===== src/rtl/fc_layer_engine_if.sv =====
// fc_layer_engine_if: launch handshake, SRAM read ports and output write port of the FC engine.
// The engine connects through "master"; the sequencer/memory side connects through "slave".
interface fc_layer_engine_if #(
   parameter int DATA_WIDTH  = 16,
   parameter int LANES       = 4,
   parameter int IN_NEURONS  = 120,
   parameter int OUT_NEURONS = 84
);
   localparam int CHUNKS = (IN_NEURONS + LANES - 1) / LANES;
   localparam int IN_AW  = (CHUNKS > 1) ? $clog2(CHUNKS) : 1;
   localparam int W_AW   = (OUT_NEURONS * CHUNKS > 1) ? $clog2(OUT_NEURONS * CHUNKS) : 1;
   localparam int OUT_AW = (OUT_NEURONS > 1) ? $clog2(OUT_NEURONS) : 1;

   logic                        start;
   logic                        busy;
   logic                        done;
   logic [IN_AW-1:0]            in_rd_addr;
   logic [LANES*DATA_WIDTH-1:0] in_rd_data;
   logic [W_AW-1:0]             w_rd_addr;
   logic [LANES*DATA_WIDTH-1:0] w_rd_data;
   logic [OUT_AW-1:0]           bias_rd_addr;
   logic [DATA_WIDTH-1:0]       bias_rd_data;
   logic                        out_wr_en;
   logic [OUT_AW-1:0]           out_wr_addr;
   logic [DATA_WIDTH-1:0]       out_wr_data;
   logic                        sat_flag;

   modport master (
      input  start, in_rd_data, w_rd_data, bias_rd_data,
      output busy, done, in_rd_addr, w_rd_addr, bias_rd_addr,
             out_wr_en, out_wr_addr, out_wr_data, sat_flag
   );

   modport slave (
      output start, in_rd_data, w_rd_data, bias_rd_data,
      input  busy, done, in_rd_addr, w_rd_addr, bias_rd_addr,
             out_wr_en, out_wr_addr, out_wr_data, sat_flag
   );
endinterface


===== src/rtl/fc_layer_engine.sv =====
// fc_layer_engine: LANES-wide MAC engine for a fully-connected layer with fused bias, rounding,
// saturation and optional ReLU (define FC_RELU_EN to clamp negative outputs to zero).
module fc_layer_engine #(
   parameter int DATA_WIDTH  = 16,
   parameter int FRAC_BITS   = 8,
   parameter int IN_NEURONS  = 120,
   parameter int OUT_NEURONS = 84,
   parameter int LANES       = 4,
   parameter int ACC_WIDTH   = 40
) (
   input logic               clk,
   input logic               rst,
   fc_layer_engine_if.master bus
);
   localparam int DW     = DATA_WIDTH;
   localparam int CHUNKS = (IN_NEURONS + LANES - 1) / LANES;
   localparam int IN_AW  = (CHUNKS > 1) ? $clog2(CHUNKS) : 1;
   localparam int W_AW   = (OUT_NEURONS * CHUNKS > 1) ? $clog2(OUT_NEURONS * CHUNKS) : 1;
   localparam int OUT_AW = (OUT_NEURONS > 1) ? $clog2(OUT_NEURONS) : 1;
   localparam int PW     = 2 * DW;
   localparam int SW     = PW + $clog2(LANES) + 1;
   localparam int RW     = ACC_WIDTH + 2;
   localparam logic signed [RW-1:0] SAT_MAX = RW'((64'sd1 <<< (DW - 1)) - 64'sd1);
   localparam logic signed [RW-1:0] SAT_MIN = RW'(-(64'sd1 <<< (DW - 1)));
   localparam logic signed [RW-1:0] HALF    = RW'(64'sd1 <<< (FRAC_BITS - 1));

   typedef enum logic [1:0] {IDLE, RUN, DRAIN, DONE} state_t;

   state_t state, state_next;
   logic issue, accept, last_k, last_j;
   logic [IN_AW-1:0]  k_cnt;
   logic [OUT_AW-1:0] j_cnt;
   logic [W_AW-1:0]   w_cnt;
   logic [LANES-1:0]  lane_mask, mask1;
   logic v1, v2, v3, v4, first1, first2, first3, last1, last2, last3, last4;
   logic [OUT_AW-1:0] j1, j2, j3, j4;
   logic signed [DW-1:0] bias2, bias3, bias4;
   logic signed [PW-1:0] prod_c [LANES];
   logic signed [PW-1:0] prod2 [LANES];
   logic signed [SW-1:0] lane_sum, sum3;
   logic signed [ACC_WIDTH-1:0] acc;
   logic signed [RW-1:0] biased, shifted;
   logic [DW-1:0] sat_val, result;
   logic clip;
   logic wr_en_q, sat_q;
   logic [OUT_AW-1:0] wr_addr_q;
   logic [DW-1:0] wr_data_q;

   assign last_k = (k_cnt == IN_AW'(CHUNKS - 1));
   assign last_j = (j_cnt == OUT_AW'(OUT_NEURONS - 1));

   always_ff @(posedge clk or negedge rst) begin
      if (!rst) state <= IDLE;
      else      state <= state_next;
   end

   // DRAIN lasts until every pipeline tag has retired, so done follows the final write.
   always_comb begin
      state_next = state;
      issue      = 1'b0;
      accept     = 1'b0;
      case (state)
         IDLE:    if (bus.start) begin
                     accept     = 1'b1;
                     state_next = RUN;
                  end
         RUN:     begin
                     issue = 1'b1;
                     if (last_k && last_j) state_next = DRAIN;
                  end
         DRAIN:   if (!(v1 || v2 || v3 || v4)) state_next = DONE;
         DONE:    state_next = IDLE;
         default: state_next = IDLE;
      endcase
   end

   assign bus.busy = (state != IDLE);
   assign bus.done = (state == DONE);

   always_ff @(posedge clk or negedge rst) begin
      if (!rst) begin
         k_cnt <= '0;
         j_cnt <= '0;
         w_cnt <= '0;
      end else if (accept) begin
         k_cnt <= '0;
         j_cnt <= '0;
         w_cnt <= '0;
      end else if (issue) begin
         w_cnt <= (last_k && last_j) ? '0 : w_cnt + 1'b1;
         if (last_k) begin
            k_cnt <= '0;
            j_cnt <= last_j ? '0 : j_cnt + 1'b1;
         end else begin
            k_cnt <= k_cnt + 1'b1;
         end
      end
   end

   assign bus.in_rd_addr   = k_cnt;
   assign bus.w_rd_addr    = w_cnt;
   assign bus.bias_rd_addr = j_cnt;

   // Lanes past the end of the input vector are zeroed whatever the memory holds there.
   always_comb begin
      lane_mask = '0;
      for (int l = 0; l < LANES; l++)
         lane_mask[l] = (int'(k_cnt) * LANES + l) < IN_NEURONS;
   end

   always_comb begin
      for (int l = 0; l < LANES; l++)
         prod_c[l] = PW'($signed(bus.in_rd_data[l*DW +: DW])) * PW'($signed(bus.w_rd_data[l*DW +: DW]));
   end

   always_comb begin
      lane_sum = '0;
      for (int l = 0; l < LANES; l++)
         lane_sum = lane_sum + SW'(prod2[l]);
   end

   // Tags ride alongside the data; bias is captured on the first beat and follows the neuron.
   always_ff @(posedge clk or negedge rst) begin
      if (!rst) begin
         {v1, first1, last1, v2, first2, last2, v3, first3, last3, v4, last4} <= '0;
         {j1, j2, j3, j4} <= '0;
         mask1 <= '0;
         {bias2, bias3, bias4} <= '0;
         for (int l = 0; l < LANES; l++) prod2[l] <= '0;
         sum3 <= '0;
         acc  <= '0;
      end else begin
         v1     <= issue;
         first1 <= (k_cnt == '0);
         last1  <= last_k;
         j1     <= j_cnt;
         mask1  <= lane_mask;
         v2     <= v1;
         first2 <= first1;
         last2  <= last1;
         j2     <= j1;
         if (first1) bias2 <= bus.bias_rd_data;
         for (int l = 0; l < LANES; l++) prod2[l] <= mask1[l] ? prod_c[l] : '0;
         v3     <= v2;
         first3 <= first2;
         last3  <= last2;
         j3     <= j2;
         bias3  <= bias2;
         sum3   <= lane_sum;
         v4     <= v3;
         last4  <= last3;
         j4     <= j3;
         bias4  <= bias3;
         if (v3) acc <= first3 ? ACC_WIDTH'(sum3) : acc + ACC_WIDTH'(sum3);
      end
   end

   always_comb begin
      biased  = RW'(acc) + (RW'(bias4) <<< FRAC_BITS) + HALF;
      shifted = biased >>> FRAC_BITS;
      clip    = 1'b0;
      sat_val = shifted[DW-1:0];
      if (shifted > SAT_MAX) begin
         sat_val = SAT_MAX[DW-1:0];
         clip    = 1'b1;
      end else if (shifted < SAT_MIN) begin
         sat_val = SAT_MIN[DW-1:0];
         clip    = 1'b1;
      end
`ifdef FC_RELU_EN
      result = sat_val[DW-1] ? '0 : sat_val;
`else
      result = sat_val;
`endif
   end

   always_ff @(posedge clk or negedge rst) begin
      if (!rst) begin
         wr_en_q   <= 1'b0;
         wr_addr_q <= '0;
         wr_data_q <= '0;
         sat_q     <= 1'b0;
      end else begin
         wr_en_q <= v4 && last4;
         if (v4 && last4) begin
            wr_addr_q <= j4;
            wr_data_q <= result;
         end
         if (accept) sat_q <= 1'b0;
         else if (v4 && last4 && clip) sat_q <= 1'b1;
      end
   end

   assign bus.out_wr_en   = wr_en_q;
   assign bus.out_wr_addr = wr_addr_q;
   assign bus.out_wr_data = wr_data_q;
   assign bus.sat_flag    = sat_q;
endmodule


===== src/flat_wrapper.sv =====
// flat-port wrapper written by rule: the top's interface ports become plain ports
module fc_layer_engine_flat 
#(
   parameter int DATA_WIDTH  = 16,
   parameter int FRAC_BITS   = 8,
   parameter int IN_NEURONS  = 120,
   parameter int OUT_NEURONS = 84,
   parameter int LANES       = 4,
   parameter int ACC_WIDTH   = 40
)
  (clk, rst, bus_start, bus_in_rd_data, bus_w_rd_data, bus_bias_rd_data, bus_busy, bus_done, bus_in_rd_addr, bus_w_rd_addr, bus_bias_rd_addr, bus_out_wr_en, bus_out_wr_addr, bus_out_wr_data, bus_sat_flag);
  fc_layer_engine_if #(.DATA_WIDTH(DATA_WIDTH), .LANES(LANES), .IN_NEURONS(IN_NEURONS), .OUT_NEURONS(OUT_NEURONS)) bus_i ();
  input logic clk;
  input logic rst;
  input wire logic [$bits(bus_i.start)-1:0] bus_start;
  input wire logic [$bits(bus_i.in_rd_data)-1:0] bus_in_rd_data;
  input wire logic [$bits(bus_i.w_rd_data)-1:0] bus_w_rd_data;
  input wire logic [$bits(bus_i.bias_rd_data)-1:0] bus_bias_rd_data;
  output wire logic [$bits(bus_i.busy)-1:0] bus_busy;
  output wire logic [$bits(bus_i.done)-1:0] bus_done;
  output wire logic [$bits(bus_i.in_rd_addr)-1:0] bus_in_rd_addr;
  output wire logic [$bits(bus_i.w_rd_addr)-1:0] bus_w_rd_addr;
  output wire logic [$bits(bus_i.bias_rd_addr)-1:0] bus_bias_rd_addr;
  output wire logic [$bits(bus_i.out_wr_en)-1:0] bus_out_wr_en;
  output wire logic [$bits(bus_i.out_wr_addr)-1:0] bus_out_wr_addr;
  output wire logic [$bits(bus_i.out_wr_data)-1:0] bus_out_wr_data;
  output wire logic [$bits(bus_i.sat_flag)-1:0] bus_sat_flag;
  assign bus_i.start = bus_start;
  assign bus_i.in_rd_data = bus_in_rd_data;
  assign bus_i.w_rd_data = bus_w_rd_data;
  assign bus_i.bias_rd_data = bus_bias_rd_data;
  assign bus_busy = bus_i.busy;
  assign bus_done = bus_i.done;
  assign bus_in_rd_addr = bus_i.in_rd_addr;
  assign bus_w_rd_addr = bus_i.w_rd_addr;
  assign bus_bias_rd_addr = bus_i.bias_rd_addr;
  assign bus_out_wr_en = bus_i.out_wr_en;
  assign bus_out_wr_addr = bus_i.out_wr_addr;
  assign bus_out_wr_data = bus_i.out_wr_data;
  assign bus_sat_flag = bus_i.sat_flag;
  fc_layer_engine #(.DATA_WIDTH(DATA_WIDTH), .FRAC_BITS(FRAC_BITS), .IN_NEURONS(IN_NEURONS), .OUT_NEURONS(OUT_NEURONS), .LANES(LANES), .ACC_WIDTH(ACC_WIDTH)) u_core (.clk(clk), .rst(rst), .bus(bus_i));
endmodule

===== config.mk =====
export PLATFORM = sky130hd
export DESIGN_NAME = fc_layer_engine_flat
export DESIGN_NICKNAME = d
export VERILOG_FILES = /design/src/rtl/fc_layer_engine_if.sv /design/src/rtl/fc_layer_engine.sv /design/src/flat_wrapper.sv
export SDC_FILE = /design/constraint.sdc
export NUM_CORES = 2
export LEC_CHECK = 0
export CAP_MARGIN = 20
export CORE_MARGIN = 8
export CORE_UTILIZATION = 38
export CTS_CLUSTER_DIAMETER = 50
export DETAILED_ROUTE_END_ITERATION = 6
export PLACE_DENSITY_LB_ADDON = 0.12
export SYNTH_ARGS = -nofsm -noshare
export SYNTH_HDL_FRONTEND = slang
export SYNTH_SLANG_ARGS = --single-unit

===== constraint.sdc =====
create_clock -name clk -period 5.8 [get_ports clk]
set_input_delay 1.74 -clock clk [delete_from_list [all_inputs] [get_ports clk]]
set_output_delay 1.74 -clock clk [all_outputs]
set_load 0.01 [all_outputs]

==> run_results.csv <==
group,metric,value,unit
run_status,status,"complete, but fails checks",
run_status,violations,"setup timing",
global_routing,track_usage,18.88,%
global_routing,grt_pass1_vias,48530,
routing,firstDrtPassIters,5,
clocking,cts_buffers,49,
global_routing,overflow,0,
floorplanning,initial_core_util,38.14,%
synthesis,ys_warn_count,0,
global_routing,grt_max_degree,99,
timing,rsz0062_at_grt,"yes",
synthesis,synth_seq_area_share,14.87,%
finish,drive_gt1_share,28.30,%
synthesis,ys_types,93,
routing,wl,153.7,mm
synthesis,yosysTopAreaCellShare,37.59,%
place,gp_congestion,0.8460,
run,max-cap-violations,0,
clocking,cts_buffer_depth,3,
timing,fin_worst_skew,0.04136,ns
timing,fin_crit,7.051,ns
worst_setup_path,worstPathArrival,7.52,ns
finish,fill_cells,14360,
finish,final-instance-count-excl-fill,9277,
timing,report.final.hold_viol_count,0,
global_routing,grt_antenna_before_repair,6,
floorplanning,die_area,0.1647,mm^2
synthesis,synth_top_area_cell,"fa_1",
synthesis,postSynthCellCount,6145,
place,dp_hpwl,127.2,mm
clocking,cts_hold_buf,0,
place,place_inst,8929,
floorplanning,rows,143,
synthesis,synthesis.nets,7851,
synthesis,syn-cell-area,0.05773,mm^2
timing,tightest_slew,0.9683,ns
floorplanning,fp.dieH,405.8,um
place,io_buffer_count,197,
place,place_area,0.06828,mm^2
routing,drt-vias-per-instance,4.816,
routing,final_antenna_net_count,0,
synthesis,netlist_top_cells_area,"fa_1 38%, dfrtp_1 15%, ha_1 10%",
clocking,clock_latency,0.61,ns
finish,nets,8912,
routing,detail_route.iter0.violations,1933,
finish,design_area,0.07562,mm^2
worst_setup_path,endpoint_kind,"flip-flop",
worst_setup_path,cp.required,6.27,ns
timing,fin_ws,-1.251,ns
synthesis,yosys_register_bits,343,
synthesis,synth-async-reset-ratio,100.0,%
clocking,htree_levels,2,
timing,slew_violations,0,
clocking,root_buffer,"clkbuf_16",
timing,setup_viol_count_final,81,
timing,fin_hold_ws,0.3460,ns
finish,areaGrowthSynthToFinish,30.99,%
worst_hold_path,hp-class,"flip-flop to flip-flop",
routing,vias,44680,
synthesis,ys.flop_type,"dfrtp_1",
routing,wire_per_inst,16.57,um
routing,drc,0,
floorplanning,design.core.area,0.1514,mm^2
worst_setup_path,crit_type,"input pin to flip-flop",
synthesis,avgSynthCellArea,9.395,um^2
timing,maxSlewHeadroom,35.29,%
clocking,cts_num_sinks,343,
floorplanning,die_width,405.8,um
worst_setup_path,cp_max_fo,4,
global_routing,grt_pass1_wl,255.0,mm
timing,max_freq,0.1418,GHz
clocking,clk_pin_slew_worst_paths,0.06,ns
worst_setup_path,startpoint_type,"input pin",
clocking,cts_tree,"built",
timing,period_share,121.6,%
place,place_ws,-2.443,ns
synthesis,synth_edf_count,0,
floorplanning,pin_count,198,
timing repair:
action	CTS	global route
endpoints found under the setup margin	96	102
buffers inserted	233	89
gates resized for setup	1044	565
pin swaps	495	493
cloned	11	1
layout make-up:
cell class	instances	area (um^2)	area share [%]
Clock inverter	30	469.2	0.6204
Tap cell	2030	2540	3.359
Inverter	1234	4644	6.142
Sequential cell	343	8586	11.35
Timing Repair Buffer	1194	10740	14.20
Clock buffer	60	1318	1.742
Multi-Input combinational cell	4384	47320	62.58
Antenna cell	2	5.005	0.006618
cells in the final DEF (no fill, tap or decap), types with 72 or more instances in the layout:
cell type / n
a21o_1: 112
and2_1: 400
clkdlybuf4s50_1: 72
ha_1: 387
inv_1: 1089
nand2_1: 548
nor2_1: 265
fa_2: 103
fa_1: 981
and2_4: 125
ha_4: 73
a21oi_1: 195
xnor2_1: 123
dfrtp_1: 341
o21ai_0: 93
buf_4: 741
inv_2: 139
buf_6: 229
path summary, 6_finish.rpt:
path | start | to | slack, ns | cells past startpoint
setup / recovery | bus_in_rd_data[27] | u_core.prod2[94] | -1.25 | 26
hold / removal | u_core.last1 | u_core.last2 | 0.35 | 0
setup reg to reg | u_core.prod2[33] | u_core.sum3[32] | 0.24 | 22
hold reg to reg | u_core.last1 | u_core.last2 | 0.35 | 0
max in group asynchronous | rst | u_core.prod2[114] | 3.60 | 2
min in group asynchronous | rst | u_core.j4[2] | 1.18 | 1
metal layers:
metal  vias up  share of wire [%]  track usage [%]
met5         -                  0                0
met4         0                1.6            2.946
met3       142                3.0            1.515
met2       587                 50            32.79
met1     22810                 46            26.36
li1      21150                  -                -
cells in the mapped netlist, types with 6 or more instances:
cell type	count
a31o_2	6
fa_1	1084
o31ai_1	25
nor2b_1	36
o21a_1	28
a21boi_0	9
xnor2_1	144
xor2_1	82
a31oi_1	33
inv_1	1232
nor3b_1	9
ha_1	475
nor3_1	52
nor2_1	299
nand2b_1	53
o21bai_1	37
nand4_1	24
nor4_1	7
dfrtp_1	343
nand3_1	59
mux2_2	23
and3_1	42
a21oi_1	252
o211ai_1	11
o311ai_0	7
buf_1	6
o2111ai_1	8
and2_1	524
or3_1	15
clkbuf_1	176
a211oi_1	28
a21o_1	112
or2_2	10
mux2i_1	13
nand2_1	627
o21ai_0	139
a311oi_1	6
kinds of logic after synthesis:
kind of cell,after synthesis,synth area share (%)
compound gates,775,8.628
xor+xnor,226,3.429
buf+inv,1418,9.235
mux,36,0.6740
simple gates,1788,15.29
flops,343,14.87
fa+ha+maj,1559,47.88
worst max-delay path, cell delays in order:
cell and delay (ns):
buf_8 0.10, buf_6 0.11, and2_4 0.15, fa_2 0.56
inv_2 0.04, fa_1 0.48, fa_2 0.55, inv_2 0.04
fa_2 0.38, fa_1 0.52, inv_1 0.05, fa_1 0.50
inv_2 0.05, ha_4 0.15, a21o_1 0.18, a21o_1 0.16
a21o_1 0.15, a21o_1 0.15, a21o_1 0.16, a21oi_2 0.15
or4b_4 0.51, a31oi_4 0.23, o21ai_2 0.08, a21oi_2 0.13
xor2_1 0.15, nor2_1 0.05
registers in the layout, summed over array words and instances, names as in the netlist, 12 cells and up:
signal and flops:
u_core.bus.w_rd_addr 12, u_core.sum3 35, u_core.bias2 16, u_core.bias4 16, u_core.prod2 128, u_core.bias3 16, u_core.acc 40, u_core.bus.out_wr_data 16
through the flow:
step                TNS, ns  util (%)
floorplan            -64.02         -
global route         -68.70     49.96
detailed placement  -162.70     45.11
CTS                  -61.26     48.86
finish               -56.81     49.96
global placement    -161.31     45.11
Power is left out: the tool's default activity adds up to more than one toggle a clock period on the data nets, which glitch-free logic cannot reach.
